===== config.mk =====
export PLATFORM = sky130hd
export DESIGN_NAME = pps_align_ctrl
export DESIGN_NICKNAME = d
export VERILOG_FILES = /design/src/rtl/pps_align_ctrl.sv
export SDC_FILE = /design/constraint.sdc
export NUM_CORES = 1
export LEC_CHECK = 0
export BUFFER_PORTS_ARGS = -buffer_cell sky130_fd_sc_hd__buf_2
export CORE_MARGIN = 2
export CORE_UTILIZATION = 23
export CTS_BUF_LIST = sky130_fd_sc_hd__clkbuf_16
export DETAILED_ROUTE_END_ITERATION = 8
export HOLD_SLACK_MARGIN = 0.06
export PLACE_DENSITY = 0.37
export RECOVER_POWER = 50
export SLEW_MARGIN = 20
export SYNTH_ARGS = -nofsm -noshare
export SYNTH_HDL_FRONTEND = slang
export SYNTH_SLANG_ARGS = --single-unit

===== constraint.sdc =====
create_clock -name CLK_SYS -period 4.1 [get_ports CLK_SYS]
set_input_delay 1.025 -clock CLK_SYS [delete_from_list [all_inputs] [get_ports CLK_SYS]]
set_output_delay 1.025 -clock CLK_SYS [all_outputs]
set_load 0.05 [all_outputs]

===== src/rtl/pps_align_ctrl.sv =====
// pps_align_ctrl: phase-alignment controller for the local 1PPS divider.
// Measures the signed cycle offset between each GPS 1PPS rising edge and the
// matching local 1PPS rising edge, tracks lock, pulses DIV_RESET when the
// phase error stays too large, and enters holdover when GPS goes missing.
//
// Ports:
//   CLK_SYS      system clock
//   CLK_RST      asynchronous active-low reset
//   _1PPS_GPS    GPS 1PPS (asynchronous, synchronised here)
//   _1PPS_Local  divider 1PPS (delayed by an equal-depth chain)
//   DIV_RESET    one-cycle registered pulse restarting the divider
//   PHASE_ERR    signed offset in cycles, positive = local lags GPS
//   PHASE_VALID  one-cycle strobe when PHASE_ERR updates
//   LOCKED       alignment locked
//   HOLDOVER     GPS missing, local running free
//   RESYNC_CNT   saturating count of DIV_RESET pulses
//
// Optional feature: define PPS_ALIGN_RESYNC_CNT_EN to build the resync counter;
// otherwise RESYNC_CNT is tied to 0.
module pps_align_ctrl #(
   parameter int unsigned MAX_MEAS    = 1000,
   parameter int unsigned ERR_THRESH  = 4,
   parameter int unsigned BAD_COUNT   = 3,
   parameter int unsigned LOCK_COUNT  = 8,
   parameter int unsigned GPS_TIMEOUT = 15_000_000,
   parameter int unsigned ERR_W       = 16
) (
   input  logic                    CLK_SYS,
   input  logic                    CLK_RST,
   input  logic                    _1PPS_GPS,
   input  logic                    _1PPS_Local,
   output logic                    DIV_RESET,
   output logic signed [ERR_W-1:0] PHASE_ERR,
   output logic                    PHASE_VALID,
   output logic                    LOCKED,
   output logic                    HOLDOVER,
   output logic [7:0]              RESYNC_CNT
);

   localparam int unsigned MEAS_W  = $clog2(MAX_MEAS + 1);
   localparam int unsigned GOOD_W  = $clog2(LOCK_COUNT + 1);
   localparam int unsigned BAD_W   = $clog2(BAD_COUNT + 1);
   localparam int unsigned ERR_MAX = 2 ** (ERR_W - 1) - 1;
   localparam logic [23:0] WD_MAX  = 24'(GPS_TIMEOUT);

   typedef enum logic [2:0] {StIdle, StArmed, StGpsFirst, StLocFirst, StEval} state_e;

   state_e                  state_q, state_d;
   logic [2:0]              gps_sync_q, loc_sync_q;
   logic [MEAS_W-1:0]       meas_cnt_q, meas_cnt_d;
   logic signed [ERR_W-1:0] err_q, err_d;
   logic                    timeout_q, timeout_d;
   logic [GOOD_W-1:0]       good_cnt_q, good_cnt_d;
   logic [BAD_W-1:0]        bad_cnt_q, bad_cnt_d;
   logic [23:0]             wd_cnt_q, wd_cnt_d;
   logic                    div_reset_q, div_reset_d;
   logic signed [ERR_W-1:0] phase_err_q, phase_err_d;
   logic                    phase_valid_q, phase_valid_d;
   logic                    locked_q, locked_d;
   logic                    holdover_q, holdover_d;

   logic                    gps_edge, loc_edge, wd_expired, meas_good;
   logic [31:0]             err_mag;
   logic signed [ERR_W-1:0] err_pos, err_neg;
   logic [ERR_W-1:0]        err_abs;

   // Both chains are three deep so GPS and local edges see identical latency.
   assign gps_edge = gps_sync_q[1] & ~gps_sync_q[2];
   assign loc_edge = loc_sync_q[1] & ~loc_sync_q[2];

   // Holding off the force on a GPS edge lets that edge be processed normally.
   assign wd_expired = (wd_cnt_q == WD_MAX) && !gps_edge;

   // Pair distance is meas_cnt+1, clamped so negation cannot overflow.
   always_comb begin
      err_mag = 32'(meas_cnt_q) + 32'd1;
      if (err_mag > 32'(ERR_MAX)) begin
         err_mag = 32'(ERR_MAX);
      end
      err_pos = ERR_W'(err_mag);
      err_neg = -err_pos;
      err_abs = err_q[ERR_W-1] ? ERR_W'(-err_q) : err_q;
      meas_good = !timeout_q && (32'(err_abs) <= ERR_THRESH);
   end

   always_comb begin
      state_d       = state_q;
      meas_cnt_d    = meas_cnt_q;
      err_d         = err_q;
      timeout_d     = timeout_q;
      good_cnt_d    = good_cnt_q;
      bad_cnt_d     = bad_cnt_q;
      div_reset_d   = 1'b0;
      phase_err_d   = phase_err_q;
      phase_valid_d = 1'b0;
      locked_d      = locked_q;
      holdover_d    = holdover_q;
      wd_cnt_d      = wd_cnt_q;

      if (gps_edge) begin
         wd_cnt_d = '0;
      end else if (wd_cnt_q != WD_MAX) begin
         wd_cnt_d = wd_cnt_q + 24'd1;
      end

      unique case (state_q)
         StIdle: begin
            if (gps_edge) begin
               state_d    = StGpsFirst;
               meas_cnt_d = '0;
            end
         end
         StArmed: begin
            if (gps_edge && loc_edge) begin
               err_d     = '0;
               timeout_d = 1'b0;
               state_d   = StEval;
            end else if (gps_edge) begin
               state_d    = StGpsFirst;
               meas_cnt_d = '0;
            end else if (loc_edge) begin
               state_d    = StLocFirst;
               meas_cnt_d = '0;
            end
         end
         StGpsFirst: begin
            if (loc_edge) begin
               err_d     = err_pos;
               timeout_d = 1'b0;
               state_d   = StEval;
            end else if (meas_cnt_q == MEAS_W'(MAX_MEAS - 1)) begin
               timeout_d = 1'b1;
               state_d   = StEval;
            end else begin
               meas_cnt_d = meas_cnt_q + MEAS_W'(1);
            end
         end
         StLocFirst: begin
            if (gps_edge) begin
               err_d     = err_neg;
               timeout_d = 1'b0;
               state_d   = StEval;
            end else if (meas_cnt_q == MEAS_W'(MAX_MEAS - 1)) begin
               timeout_d = 1'b1;
               state_d   = StEval;
            end else begin
               meas_cnt_d = meas_cnt_q + MEAS_W'(1);
            end
         end
         StEval: begin
            state_d = StArmed;
            if (!timeout_q) begin
               phase_err_d   = err_q;
               phase_valid_d = 1'b1;
            end
            if (meas_good) begin
               bad_cnt_d = '0;
               if (good_cnt_q != GOOD_W'(LOCK_COUNT)) begin
                  good_cnt_d = good_cnt_q + GOOD_W'(1);
               end
               if (good_cnt_d == GOOD_W'(LOCK_COUNT)) begin
                  locked_d = 1'b1;
               end
            end else if (!timeout_q) begin
               bad_cnt_d  = bad_cnt_q + BAD_W'(1);
               good_cnt_d = '0;
               locked_d   = 1'b0;
            end
            if (timeout_q || (bad_cnt_d == BAD_W'(BAD_COUNT))) begin
               div_reset_d = 1'b1;
               locked_d    = 1'b0;
               good_cnt_d  = '0;
               bad_cnt_d   = '0;
               state_d     = StIdle;
            end
         end
         default: state_d = StIdle;
      endcase

      // Holdover lets the divider free-run: no resync, just park in ARMED.
      if (wd_expired) begin
         holdover_d  = 1'b1;
         locked_d    = 1'b0;
         div_reset_d = 1'b0;
         if (state_q != StIdle) begin
            state_d = StArmed;
         end
      end else if (gps_edge) begin
         holdover_d = 1'b0;
      end
   end

   always_ff @(posedge CLK_SYS or negedge CLK_RST) begin
      if (!CLK_RST) begin
         state_q       <= StIdle;
         gps_sync_q    <= '0;
         loc_sync_q    <= '0;
         meas_cnt_q    <= '0;
         err_q         <= '0;
         timeout_q     <= 1'b0;
         good_cnt_q    <= '0;
         bad_cnt_q     <= '0;
         wd_cnt_q      <= '0;
         div_reset_q   <= 1'b0;
         phase_err_q   <= '0;
         phase_valid_q <= 1'b0;
         locked_q      <= 1'b0;
         holdover_q    <= 1'b0;
      end else begin
         state_q       <= state_d;
         gps_sync_q    <= {gps_sync_q[1:0], _1PPS_GPS};
         loc_sync_q    <= {loc_sync_q[1:0], _1PPS_Local};
         meas_cnt_q    <= meas_cnt_d;
         err_q         <= err_d;
         timeout_q     <= timeout_d;
         good_cnt_q    <= good_cnt_d;
         bad_cnt_q     <= bad_cnt_d;
         wd_cnt_q      <= wd_cnt_d;
         div_reset_q   <= div_reset_d;
         phase_err_q   <= phase_err_d;
         phase_valid_q <= phase_valid_d;
         locked_q      <= locked_d;
         holdover_q    <= holdover_d;
      end
   end

   assign DIV_RESET   = div_reset_q;
   assign PHASE_ERR   = phase_err_q;
   assign PHASE_VALID = phase_valid_q;
   assign LOCKED      = locked_q;
   assign HOLDOVER    = holdover_q;

`ifdef PPS_ALIGN_RESYNC_CNT_EN
   logic [7:0] resync_cnt_q, resync_cnt_d;

   always_comb begin
      resync_cnt_d = resync_cnt_q;
      if (div_reset_q && (resync_cnt_q != 8'hFF)) begin
         resync_cnt_d = resync_cnt_q + 8'd1;
      end
   end

   always_ff @(posedge CLK_SYS or negedge CLK_RST) begin
      if (!CLK_RST) begin
         resync_cnt_q <= '0;
      end else begin
         resync_cnt_q <= resync_cnt_d;
      end
   end

   assign RESYNC_CNT = resync_cnt_q;
`else
   assign RESYNC_CNT = '0;
`endif

endmodule


==> results.json <==
{
  "post_cts_buffers": 0,
  "cts_num_sinks": 86,
  "worstMarginPinSlew_ps": 2070,
  "rsz0062_at_grt": "false",
  "ioPinCount": 32,
  "syn-instance-count": 490,
  "max_freq_mhz": 303,
  "die_area_sq_um": 21100,
  "slowest_stage": "or4_1",
  "slew_headroom_pct": -38.3,
  "drc": 0,
  "critical_path_class": "flop to flop",
  "async_reset_ff_share_pct": 100,
  "crit_chain": "or4_1 -> or4_4 -> o31a_1 -> xor2_1 -> or4_4 -> or4_4 -> o221ai_2",
  "die_width_microns": 145,
  "synth.largest_area_cell": "dfrtp_1",
  "antenna_found_initial": 0,
  "register_area_sq_um": 2150,
  "finalHoldViolCount": 0,
  "tritoncts": "done",
  "initial_utilization_pct": 23.5,
  "clock_skew_ps": 6.81,
  "stdcell_count": 769,
  "crit_family": "simple AND/OR/NAND/NOR gates",
  "synth_area_sq_um": 4590,
  "synth_top_area_share_pct": 46.9,
  "arrival_ps": 3570,
  "grt_pass1_wl_microns": 18400,
  "required_ps": 4370,
  "place_congestion": 0.824,
  "fp.dieH_microns": 145,
  "port_buffers": 23,
  "ys_ff_latch": 86,
  "cp-start-kind": "flop",
  "hpwl_microns": 7570,
  "num_vias": 3479,
  "cts_inserted_buffers": 9,
  "post-route-min-period_ps": 3310,
  "powerDensity_nw_per_um2": 619,
  "ir_drop_mv": 0.193,
  "overflow": 0,
  "synth_cell_types": 59,
  "clock_path_buffers": 2,
  "grt_usage_pct": 10.8,
  "drt_iter0_drc": 192,
  "cts.reportedPaths.clkPinSlew_ps": 70,
  "synthFlopType": "dfrtp_1",
  "placedCellCount": 753,
  "ys_top_cells_by_count": "dfrtp_1, nand2_1, nor2_1",
  "antennaDiodeCount": 0,
  "seqPwrFrac_pct": 39.2,
  "fin_nets": 508,
  "clkPwrFrac_pct": 27.6,
  "synth_area_per_cell_sq_um": 9.36,
  "synthTopCellsByArea": "dfrtp_1, nand2_1, nor2_1",
  "comb_power_share_pct": 33.2,
  "tns_ps": 0,
  "htree_levels": 3,
  "antenna_left": 0,
  "hp-class": "flop to flop",
  "violations": "max-capacitance violations, max-slew violations",
  "cp_common_cell": "or4_4",
  "rows": 51,
  "endpoint_kind": "flop",
  "ys_warn_count": 0,
  "grt_max_degree": 36,
  "ys_seq_area_share_pct": 46.9,
  "p_switching_mw": 1.26,
  "p_leak_nw": 2.28,
  "drive_gt1_share_pct": 13.3,
  "post_cts_resized": 0,
  "path_buf_inv": 0,
  "postCtsHoldBufs": 0,
  "fill_cells": 2095,
  "path_max_fanout": 9,
  "swShare_pct": 38.9,
  "internal-power_mw": 1.98,
  "cts_root_buffer": "clkbuf_16",
  "grt_pass1_vias": 3453,
  "dr.pass1.iters": 4,
  "cpPeakStageDelay_ps": 680,
  "insertion_delay_ps": 350,
  "hold_slack_ps": 353,
  "drt-wirelength-per-cell_microns": 14.1,
  "finalCritPeriodShare_pct": 80.6,
  "multiInputGateArea_sq_um": 2270,
  "synth_most_common_cell": "dfrtp_1",
  "wl_microns": 10800,
  "fp.coreArea_sq_um": 19500,
  "drt-vias-per-instance": 4.52,
  "area_growth_syn_to_layout_pct": 14.2,
  "cap_violations": 1,
  "setup_viol": 0,
  "drv_slew": 36,
  "synth-edff-count": 0,
  "outcome": "complete, but fails checks"
}
-- per-layer routing --
layer | up-vias | global-route usage, % | part of all wire [%]
met5 | - | 0 | 0
met1 | 1688 | 14.5 | 50
li1 | 1734 | - | -
met3 | 10 | 2.58 | 2.7
met4 | 0 | 3.82 | 1.6
met2 | 47 | 16.8 | 46
-- stage by stage --
stage	setup slack (ps)	total power [mW]	util (%)	area [sq um]
global placement	818	2.37	25.2	4920
CTS	782	3.31	26.9	5240
detailed placement	796	2.39	25.2	4920
floorplan	895	2.14	-	4610
finish	795	3.24	26.8	5240
global route	557	3.49	26.8	5240
-- registers in the layout, indices dropped and copies added (netlist names), 3 cells and up --
signal,cells
wd_cnt_q,24
PHASE_ERR,16
err_q,16
meas_cnt_q,10
good_cnt_q,4
gps_sync_q,3
loc_sync_q,3
state_q,3
-- path summary, 6_finish.rpt --
path | startpoint | end | slack, ps | cells past startpoint
max | err_q[0] | good_cnt_q[0] | 790 | 7
min | loc_sync_q[0] | loc_sync_q[1] | 350 | 0
max reg2reg | err_q[0] | good_cnt_q[0] | 790 | 7
min reg2reg | loc_sync_q[0] | loc_sync_q[1] | 350 | 0
max in group asynchronous | CLK_RST | wd_cnt_q[20] | 1160 | 2
min in group asynchronous | CLK_RST | wd_cnt_q[0] | 1270 | 1
-- layout make-up --
cell class / count / share of cell area (%)
inverters: 7 / 0.502
flip-flops and latches: 86 / 41.1
clock buffers: 9 / 4.30
multi-input cells: 368 / 43.3
repair buffers: 27 / 2.65
clock inverters: 7 / 1.84
well taps: 265 / 6.33
-- kinds of logic (layout without fill, tap and decap cells) --
family	Yosys count	count (layout)	synth area share, %
muxes	20	20	4.80
other	1	8	0.0817
xor gates and xnor gates	40	40	7.64
DFF	86	86	46.9
adders and majority gates	5	5	1.36
buffers and inverters	43	50	4.36
AOI/OAI and AO/OA	86	86	11.8
and+or+nand+nor	209	209	23.0
-- cells in the final DEF (no fill, tap or decap), types with 5 or more instances in the layout --
cell type | synthesis | routed
and3_1 | 7 | 7
nand4_1 | 10 | 10
nand3_1 | 19 | 19
o21ai_0 | 28 | 28
buf_2 | 1 | 22
mux2_2 | 16 | 16
conb_1 | 1 | 8
a31oi_1 | 9 | 9
clkbuf_16 | 0 | 9
a21oi_1 | 16 | 16
inv_1 | 7 | 7
nor3_1 | 12 | 12
nand2_1 | 54 | 54
xnor2_1 | 20 | 20
nor2b_1 | 7 | 6
ha_1 | 5 | 5
nor2_1 | 53 | 52
and4_1 | 5 | 5
nor4_1 | 8 | 8
and2_1 | 5 | 5
xor2_1 | 20 | 20
dfrtp_1 | 86 | 86
-- power groups by stage --
stage          Sequential [mW]  Clock, mW  Combinational, mW
2_1_floorplan             1.30          0              0.833
3_3_place_gp              1.28          0               1.09
3_5_place_dp              1.29          0               1.10
4_1_cts                   1.27      0.936               1.10
5_1_grt                   1.31      0.971               1.21
6_report                  1.27      0.894               1.08
Note: power is estimated with default switching activity, not from simulation.
